**config.mk**
```make
export PLATFORM = sky130hd
export DESIGN_NAME = i2s_adc_capture_flat
export DESIGN_NICKNAME = d
export VERILOG_FILES = /design/src/rtl/i2s_adc_capture_if.sv /design/src/rtl/i2s_adc_capture.sv /design/src/flat_wrapper.sv
export SDC_FILE = /design/constraint.sdc
export NUM_CORES = 1
export LEC_CHECK = 0
export CAP_MARGIN = 20
export CELL_PAD_IN_SITES_DETAIL_PLACEMENT = 0
export CELL_PAD_IN_SITES_GLOBAL_PLACEMENT = 1
export CORE_ASPECT_RATIO = 0.9
export CORE_UTILIZATION = 40
export CTS_CLUSTER_SIZE = 24
export DETAILED_ROUTE_END_ITERATION = 10
export PLACE_DENSITY = 0.73
export SETUP_SLACK_MARGIN = 0.5
export SLEW_MARGIN = 20
export SYNTH_ARGS = -nofsm -noshare
export SYNTH_HDL_FRONTEND = slang
export SYNTH_SLANG_ARGS = --single-unit
```
**constraint.sdc**
```tcl
create_clock -name clk -period 4.83 [get_ports clk]
set_input_delay 0.966 -clock clk [delete_from_list [all_inputs] [get_ports clk]]
set_output_delay 0.966 -clock clk [all_outputs]
set_load 0.01 [all_outputs]
```
**src/rtl/i2s_adc_capture_if.sv**
```systemverilog
// Consumer-side bundle of the I2S capture block: show-ahead FIFO pop port plus status.
// master = capture block (producer), slave = downstream consumer.
interface i2s_adc_capture_if #(
   parameter int DATA_WIDTH = 32,
   parameter int FIFO_AW    = 3
);
   logic                  fifo_read;
   logic                  fifo_empty;
   logic [DATA_WIDTH-1:0] fifo_readdata;
   logic [FIFO_AW:0]      fifo_level;
   logic                  overflow;
   logic                  frame_err;

   modport master (
      input  fifo_read,
      output fifo_empty, fifo_readdata, fifo_level, overflow, frame_err
   );

   modport slave (
      output fifo_read,
      input  fifo_empty, fifo_readdata, fifo_level, overflow, frame_err
   );
endinterface

```
**src/rtl/i2s_adc_capture.sv**
```systemverilog
// I2S ADC front end: oversampled BCLK/ADCLRC/ADCDAT, stereo frame deserialiser, show-ahead FIFO.
// state  | meaning
// SYNC   | waiting for a left-channel start (ADCLRC 1->0)
// L_DLY  | one-bit I2S delay slot before the left MSB
// L_DATA | shifting left sample, holds once SAMPLE_BITS captured
// R_DLY  | one-bit I2S delay slot before the right MSB
// R_DATA | shifting right sample, pushes {L,R} on its last bit
module i2s_adc_capture #(
   parameter int DATA_WIDTH  = 32,
   parameter int SAMPLE_BITS = 16,
   parameter int FIFO_AW     = 3
) (
   input  logic               clk,
   input  logic               reset_n,
   input  logic               bclk,
   input  logic               adclrc,
   input  logic               adcdat,
   i2s_adc_capture_if.master  fifo_bus
);
   localparam int DEPTH = 2**FIFO_AW;
   localparam int CW    = $clog2(SAMPLE_BITS + 1);
   localparam logic [CW-1:0]      BC_FULL = CW'(SAMPLE_BITS);
   localparam logic [CW-1:0]      BC_LAST = CW'(SAMPLE_BITS - 1);
   localparam logic [FIFO_AW:0]   LVL_FULL = (FIFO_AW+1)'(DEPTH);

   typedef enum logic [2:0] {SYNC, L_DLY, L_DATA, R_DLY, R_DATA} state_t;

   logic [2:0] bclk_sync_q;
   logic [1:0] lrc_sync_q, dat_sync_q;
   logic       bclk_rise, lrc_s, dat_s, lrc_chg;

   state_t                 state_q, state_d;
   logic [CW-1:0]          bitcnt_q, bitcnt_d;
   logic [SAMPLE_BITS-1:0] sh_l_q, sh_l_d, sh_r_q, sh_r_d;
   logic                   l_ok_q, l_ok_d;
   logic                   lrc_prev_q, lrc_prev_d;
   logic                   push_q, push_d;
   logic                   frame_err_q, frame_err_d;

   logic [DATA_WIDTH-1:0]  mem_q [DEPTH];
   logic [DATA_WIDTH-1:0]  mem_d [DEPTH];
   logic [FIFO_AW-1:0]     wr_ptr_q, wr_ptr_d, rd_ptr_q, rd_ptr_d;
   logic [FIFO_AW:0]       level_q, level_d;
   logic                   ovf_q, ovf_d;
   logic                   fifo_full, fifo_emp, do_push, do_pop;

   // bclk gets a third stage so the rising edge stays aligned with synced lrc/dat
   always_ff @(posedge clk or negedge reset_n) begin
      if (!reset_n) begin
         bclk_sync_q <= '0;
         lrc_sync_q  <= '0;
         dat_sync_q  <= '0;
      end else begin
         bclk_sync_q <= {bclk_sync_q[1:0], bclk};
         lrc_sync_q  <= {lrc_sync_q[0], adclrc};
         dat_sync_q  <= {dat_sync_q[0], adcdat};
      end
   end

   assign bclk_rise = bclk_sync_q[1] & ~bclk_sync_q[2];
   assign lrc_s     = lrc_sync_q[1];
   assign dat_s     = dat_sync_q[1];
   assign lrc_chg   = lrc_s ^ lrc_prev_q;

   always_comb begin
      state_d     = state_q;
      bitcnt_d    = bitcnt_q;
      sh_l_d      = sh_l_q;
      sh_r_d      = sh_r_q;
      l_ok_d      = l_ok_q;
      lrc_prev_d  = lrc_prev_q;
      push_d      = 1'b0;
      frame_err_d = 1'b0;
      if (bclk_rise) begin
         lrc_prev_d = lrc_s;
         case (state_q)
            SYNC: if (lrc_chg && !lrc_s) state_d = L_DLY;
            L_DLY: begin
               state_d  = L_DATA;
               bitcnt_d = '0;
            end
            L_DATA: begin
               if (lrc_chg) begin
                  state_d     = R_DLY;
                  l_ok_d      = (bitcnt_q == BC_FULL);
                  frame_err_d = (bitcnt_q != BC_FULL);
               end else if (bitcnt_q != BC_FULL) begin
                  sh_l_d   = {sh_l_q[SAMPLE_BITS-2:0], dat_s};
                  bitcnt_d = bitcnt_q + CW'(1);
               end
            end
            R_DLY: begin
               state_d  = R_DATA;
               bitcnt_d = '0;
            end
            R_DATA: begin
               if (lrc_chg) begin
                  state_d     = L_DLY;
                  frame_err_d = (bitcnt_q != BC_FULL);
               end else if (bitcnt_q != BC_FULL) begin
                  sh_r_d   = {sh_r_q[SAMPLE_BITS-2:0], dat_s};
                  bitcnt_d = bitcnt_q + CW'(1);
                  push_d   = (bitcnt_q == BC_LAST) && l_ok_q;
               end
            end
            default: state_d = SYNC;
         endcase
      end
   end

   // sh_l/sh_r cannot move again until the next bclk_rise, so push_q can write them directly
   assign fifo_full = (level_q == LVL_FULL);
   assign fifo_emp  = (level_q == '0);
   assign do_pop    = fifo_bus.fifo_read && !fifo_emp;
   assign do_push   = push_q && (!fifo_full || do_pop);

   always_comb begin
      mem_d    = mem_q;
      wr_ptr_d = wr_ptr_q;
      rd_ptr_d = rd_ptr_q;
      level_d  = level_q;
      ovf_d    = ovf_q;
      if (do_push) begin
         mem_d[wr_ptr_q] = {sh_l_q, sh_r_q};
         wr_ptr_d        = wr_ptr_q + FIFO_AW'(1);
      end
      if (do_pop) rd_ptr_d = rd_ptr_q + FIFO_AW'(1);
      if (push_q && fifo_full && !do_pop) ovf_d = 1'b1;
      case ({do_push, do_pop})
         2'b10:   level_d = level_q + (FIFO_AW+1)'(1);
         2'b01:   level_d = level_q - (FIFO_AW+1)'(1);
         default: level_d = level_q;
      endcase
   end

   always_ff @(posedge clk or negedge reset_n) begin
      if (!reset_n) begin
         state_q     <= SYNC;
         bitcnt_q    <= '0;
         sh_l_q      <= '0;
         sh_r_q      <= '0;
         l_ok_q      <= 1'b0;
         lrc_prev_q  <= 1'b0;
         push_q      <= 1'b0;
         frame_err_q <= 1'b0;
         mem_q       <= '{default: '0};
         wr_ptr_q    <= '0;
         rd_ptr_q    <= '0;
         level_q     <= '0;
         ovf_q       <= 1'b0;
      end else begin
         state_q     <= state_d;
         bitcnt_q    <= bitcnt_d;
         sh_l_q      <= sh_l_d;
         sh_r_q      <= sh_r_d;
         l_ok_q      <= l_ok_d;
         lrc_prev_q  <= lrc_prev_d;
         push_q      <= push_d;
         frame_err_q <= frame_err_d;
         mem_q       <= mem_d;
         wr_ptr_q    <= wr_ptr_d;
         rd_ptr_q    <= rd_ptr_d;
         level_q     <= level_d;
         ovf_q       <= ovf_d;
      end
   end

   assign fifo_bus.fifo_empty    = fifo_emp;
   assign fifo_bus.fifo_readdata = mem_q[rd_ptr_q];
   assign fifo_bus.fifo_level    = level_q;
   assign fifo_bus.overflow      = ovf_q;
   assign fifo_bus.frame_err     = frame_err_q;
endmodule

```
**src/flat_wrapper.sv**
```systemverilog
// flat-port wrapper written by rule: the top's interface ports become plain ports
module i2s_adc_capture_flat 
#(
   parameter int DATA_WIDTH  = 32,
   parameter int SAMPLE_BITS = 16,
   parameter int FIFO_AW     = 3
)
  (clk, reset_n, bclk, adclrc, adcdat, fifo_bus_fifo_read, fifo_bus_fifo_empty, fifo_bus_fifo_readdata, fifo_bus_fifo_level, fifo_bus_overflow, fifo_bus_frame_err);
  i2s_adc_capture_if #(.DATA_WIDTH(DATA_WIDTH), .FIFO_AW(FIFO_AW)) fifo_bus_i ();
  input  logic clk;
  input  logic reset_n;
  input  logic bclk;
  input  logic adclrc;
  input  logic adcdat;
  input wire logic [$bits(fifo_bus_i.fifo_read)-1:0] fifo_bus_fifo_read;
  output wire logic [$bits(fifo_bus_i.fifo_empty)-1:0] fifo_bus_fifo_empty;
  output wire logic [$bits(fifo_bus_i.fifo_readdata)-1:0] fifo_bus_fifo_readdata;
  output wire logic [$bits(fifo_bus_i.fifo_level)-1:0] fifo_bus_fifo_level;
  output wire logic [$bits(fifo_bus_i.overflow)-1:0] fifo_bus_overflow;
  output wire logic [$bits(fifo_bus_i.frame_err)-1:0] fifo_bus_frame_err;
  assign fifo_bus_i.fifo_read = fifo_bus_fifo_read;
  assign fifo_bus_fifo_empty = fifo_bus_i.fifo_empty;
  assign fifo_bus_fifo_readdata = fifo_bus_i.fifo_readdata;
  assign fifo_bus_fifo_level = fifo_bus_i.fifo_level;
  assign fifo_bus_overflow = fifo_bus_i.overflow;
  assign fifo_bus_frame_err = fifo_bus_i.frame_err;
  i2s_adc_capture #(.DATA_WIDTH(DATA_WIDTH), .SAMPLE_BITS(SAMPLE_BITS), .FIFO_AW(FIFO_AW)) u_core (.clk(clk), .reset_n(reset_n), .bclk(bclk), .adclrc(adclrc), .adcdat(adcdat), .fifo_bus(fifo_bus_i));
endmodule
```
==> results.yml <==
clock_network:
  cts_made_buffers: 36
  cts_tree: "built"
  root_buffer: "clkbuf_16"
  cts.htree.levels: 2
  cts_setup_buffers: 0
  cts_hold_buf: 0
  path_clk_slew_ns: 0.06
  cts.path.max_buffers: 3
  clk_latency_ns: 0.53
  clkSinkCount: 318
  post_cts_resize_count: 0
drt:
  viasPerCell: 5.30
  ant_nets: 0
  wl_per_cell_um: 20.6
  drt_pass1_iterations: 4
  drc: 0
  num_vias: 7372
  drt-initial-drc-count: 302
  totalWireLength_mm: 28.7
sta:
  fin_skew_ns: 0.0230
  drv_slew: 0
  worst_pin_slew_ns: 1.11
  tns_ns: 0
  hold_violations: 0
  slew_headroom_pct: 26.2
  rsz0062_at_grt: "false"
  finalCriticalPeriod_ns: 4.07
  finalSetupViolCount: 0
  fmax_mhz: 246
  period_share_pct: 84.3
final_layout:
  nets: 916
  area_delta_synth_final_pct: 13.5
  multiInputGateArea_um2: 5960
  drive_above_1_share_pct: 50.7
  stdcell_count: 1392
  fillers: 2999
  regArea_um2: 7960
  antennaDiodeCount: 0
synth:
  synthFlopType: "dfrtp_1"
  synth.most_common_cell: "dfrtp_1"
  syn_area_um2: 14300
  async_flop_share_pct: 100
  yosys-top-cells-area: "dfrtp_1 55%, mux2_2 21%, mux4_2 10%"
  synth_edf_count: 0
  synth_nets: 901
  ys_seq_elements: 318
  yosysWarningCount: 0
  ys_seq_area_share_pct: 55.5
  avgSynthCellArea_um2: 16.2
  synthDistinctLibCells: 45
  synth_common_cells: "318 x dfrtp_1, 264 x mux2_2, 64 x mux4_2"
  synthCells: 886
  yosysTopAreaCell: "dfrtp_1"
  netlist.area_leader.share_pct: 55.5
outcome:
  status: "finished clean"
floorplan:
  dieHeight_um: 182
  initial_utilization_pct: 40.7
  fp.dieW_um: 202
  io_pins: 45
  core_um2: 35200
  rows: 65
  die_area_um2: 36600
grt:
  grt_pass1_wl_mm: 46.8
  grt_max_degree: 105
  gr-total-overflow: 0
  grtUsageTotal_pct: 16.4
  antenna_found_initial: 0
  grt_pass1_vias: 7918
pwr:
  power_density_nw_per_um2: 338
  p_leak_nw: 7.95
  ir_drop_uv: 219
setup_path:
  cp-end-kind: "primary output"
  crit_fanout: 31
  cp_data_arrival_time_ns: 3.11
  path_class: "reg2out"
  start_kind: "flip-flop"
  required_ns: 3.86
hold_path:
  hp-class: "reg2reg"
placement:
  dp_cells: 1332
  place.gp.congestion: 0.680
  dpl.hpwl_mm: 15.9
  portBuffers: 44
run:
  maxCapViolations: 0
-- through the flow --
step / setup slack [ns] / cell area, um^2 / hold WS [ns] / util, % / total power [mW]
3_5_place_dp: 1.15 / 15200 / 0.336 / 43.2 / 3.00
6_report: 0.758 / 16300 / 0.348 / 46.2 / 5.50
3_3_place_gp: 1.15 / 15200 / 0.331 / 43.2 / 3.00
5_1_grt: 0.586 / 16300 / 0.350 / 46.2 / 5.72
2_1_floorplan: 1.96 / 14300 / 0.331 / - / 2.90
4_1_cts: 0.676 / 16300 / 0.349 / 46.2 / 5.59
-- path summary, 6_finish.rpt --
path / from / end / slack, ns / depth (start not counted)
setup / recovery: u_core.rd_ptr_q[0]$_DFFE_PN0P_ / fifo_bus_fifo_readdata[11] / 0.76 / 4
hold / removal: u_core.bclk_sync_q[0]$_DFF_PN0_ / u_core.bclk_sync_q[1]$_DFF_PN0_ / 0.35 / 0
setup reg to reg: u_core.fifo_bus.fifo_level[0]$_DFFE_PN0P_ / u_core.mem_q[68]$_DFFE_PN0P_ / 1.94 / 5
hold reg to reg: u_core.bclk_sync_q[0]$_DFF_PN0_ / u_core.bclk_sync_q[1]$_DFF_PN0_ / 0.35 / 0
max in group asynchronous: reset_n / u_core.mem_q[72]$_DFFE_PN0P_ / 3.33 / 2
min in group asynchronous: reset_n / u_core.sh_r_q[4]$_DFFE_PN0P_ / 0.51 / 1
-- power breakdown --
group          switching (mW)  total (mW)  internal [mW]
Combinational           0.103       0.172         0.0690
Clock                    1.08        2.55           1.48
Sequential             0.0738        2.78           2.70
-- cell families (layout without fill, tap and decap cells) --
logic type      after synthesis  count (layout)  synth area share [%]
flops                       318             318                  55.5
buf+inv                      91             128                  3.03
xor+xnor                     10              10                 0.611
simple gates                 47              47                  2.01
mux                         389             389                  37.1
fa+ha+maj                     9               9                 0.785
compound gates               22              22                 0.968
-- sequential cells by signal, summed over array words and instances, names as in the netlist --
name,cells
u_core.bclk_sync_q,3
u_core.dat_sync_q,2
u_core.sh_l_q,16
u_core.state_q,3
u_core.wr_ptr_q,3
u_core.fifo_bus.fifo_level,4
u_core.mem_q,256
u_core.fifo_bus.overflow,1
u_core.rd_ptr_q,3
u_core.bitcnt_q,5
u_core.fifo_bus.frame_err,1
u_core.push_q,1
u_core.sh_r_q,16
u_core.l_ok_q,1
u_core.lrc_sync_q,2
u_core.lrc_prev_q,1
-- worst max-delay path, cell delays in order (launching register included) --
cell and delay (ns):
dfrtp_4 0.86, buf_4 0.39, mux4_2 0.53, mux2_2 0.31, clkdlybuf4s50_1 0.48
-- layout make-up --
type | instances | area share, %
Timing Repair Buffer | 61 | 4.06
Sequential cell | 318 | 48.9
Tap cell | 469 | 3.60
Inverter | 7 | 0.161
Clock buffer | 48 | 5.99
Multi-Input combinational cell | 477 | 36.6
Clock inverter | 12 | 0.699
-- cell usage in the layout, fill, tap and decap left out, types with 2 or more instances in the layout --
| cell | n |
|---|---|
| a21o_1 | 2 |
| a21oi_1 | 4 |
| and3_1 | 2 |
| buf_12 | 7 |
| buf_4 | 10 |
| clkbuf_1 | 9 |
| clkbuf_16 | 36 |
| clkbuf_8 | 3 |
| clkdlybuf4s50_1 | 43 |
| clkinv_2 | 5 |
| clkinv_4 | 2 |
| dfrtp_1 | 315 |
| dfrtp_2 | 2 |
| ha_1 | 9 |
| inv_1 | 6 |
| inv_6 | 2 |
| mux2_2 | 264 |
| mux2_4 | 60 |
| mux4_2 | 64 |
| nand2_1 | 11 |
| nand2b_1 | 4 |
| nand4b_1 | 3 |
| nor2_1 | 8 |
| nor3b_1 | 2 |
| nor4bb_1 | 2 |
| o21a_1 | 2 |
| o21ai_0 | 8 |
| or4b_2 | 2 |
| xnor2_1 | 5 |
| xor2_1 | 5 |
-- layer usage --
layer	track usage (%)	vias up	wire [um]
li1	-	3273	-
met1	24.0	3972	14100
met2	25.5	90	13200
met3	2.49	37	855
met4	4.24	0	488
met5	0	-	0
Power figures use the tool's default switching activity.
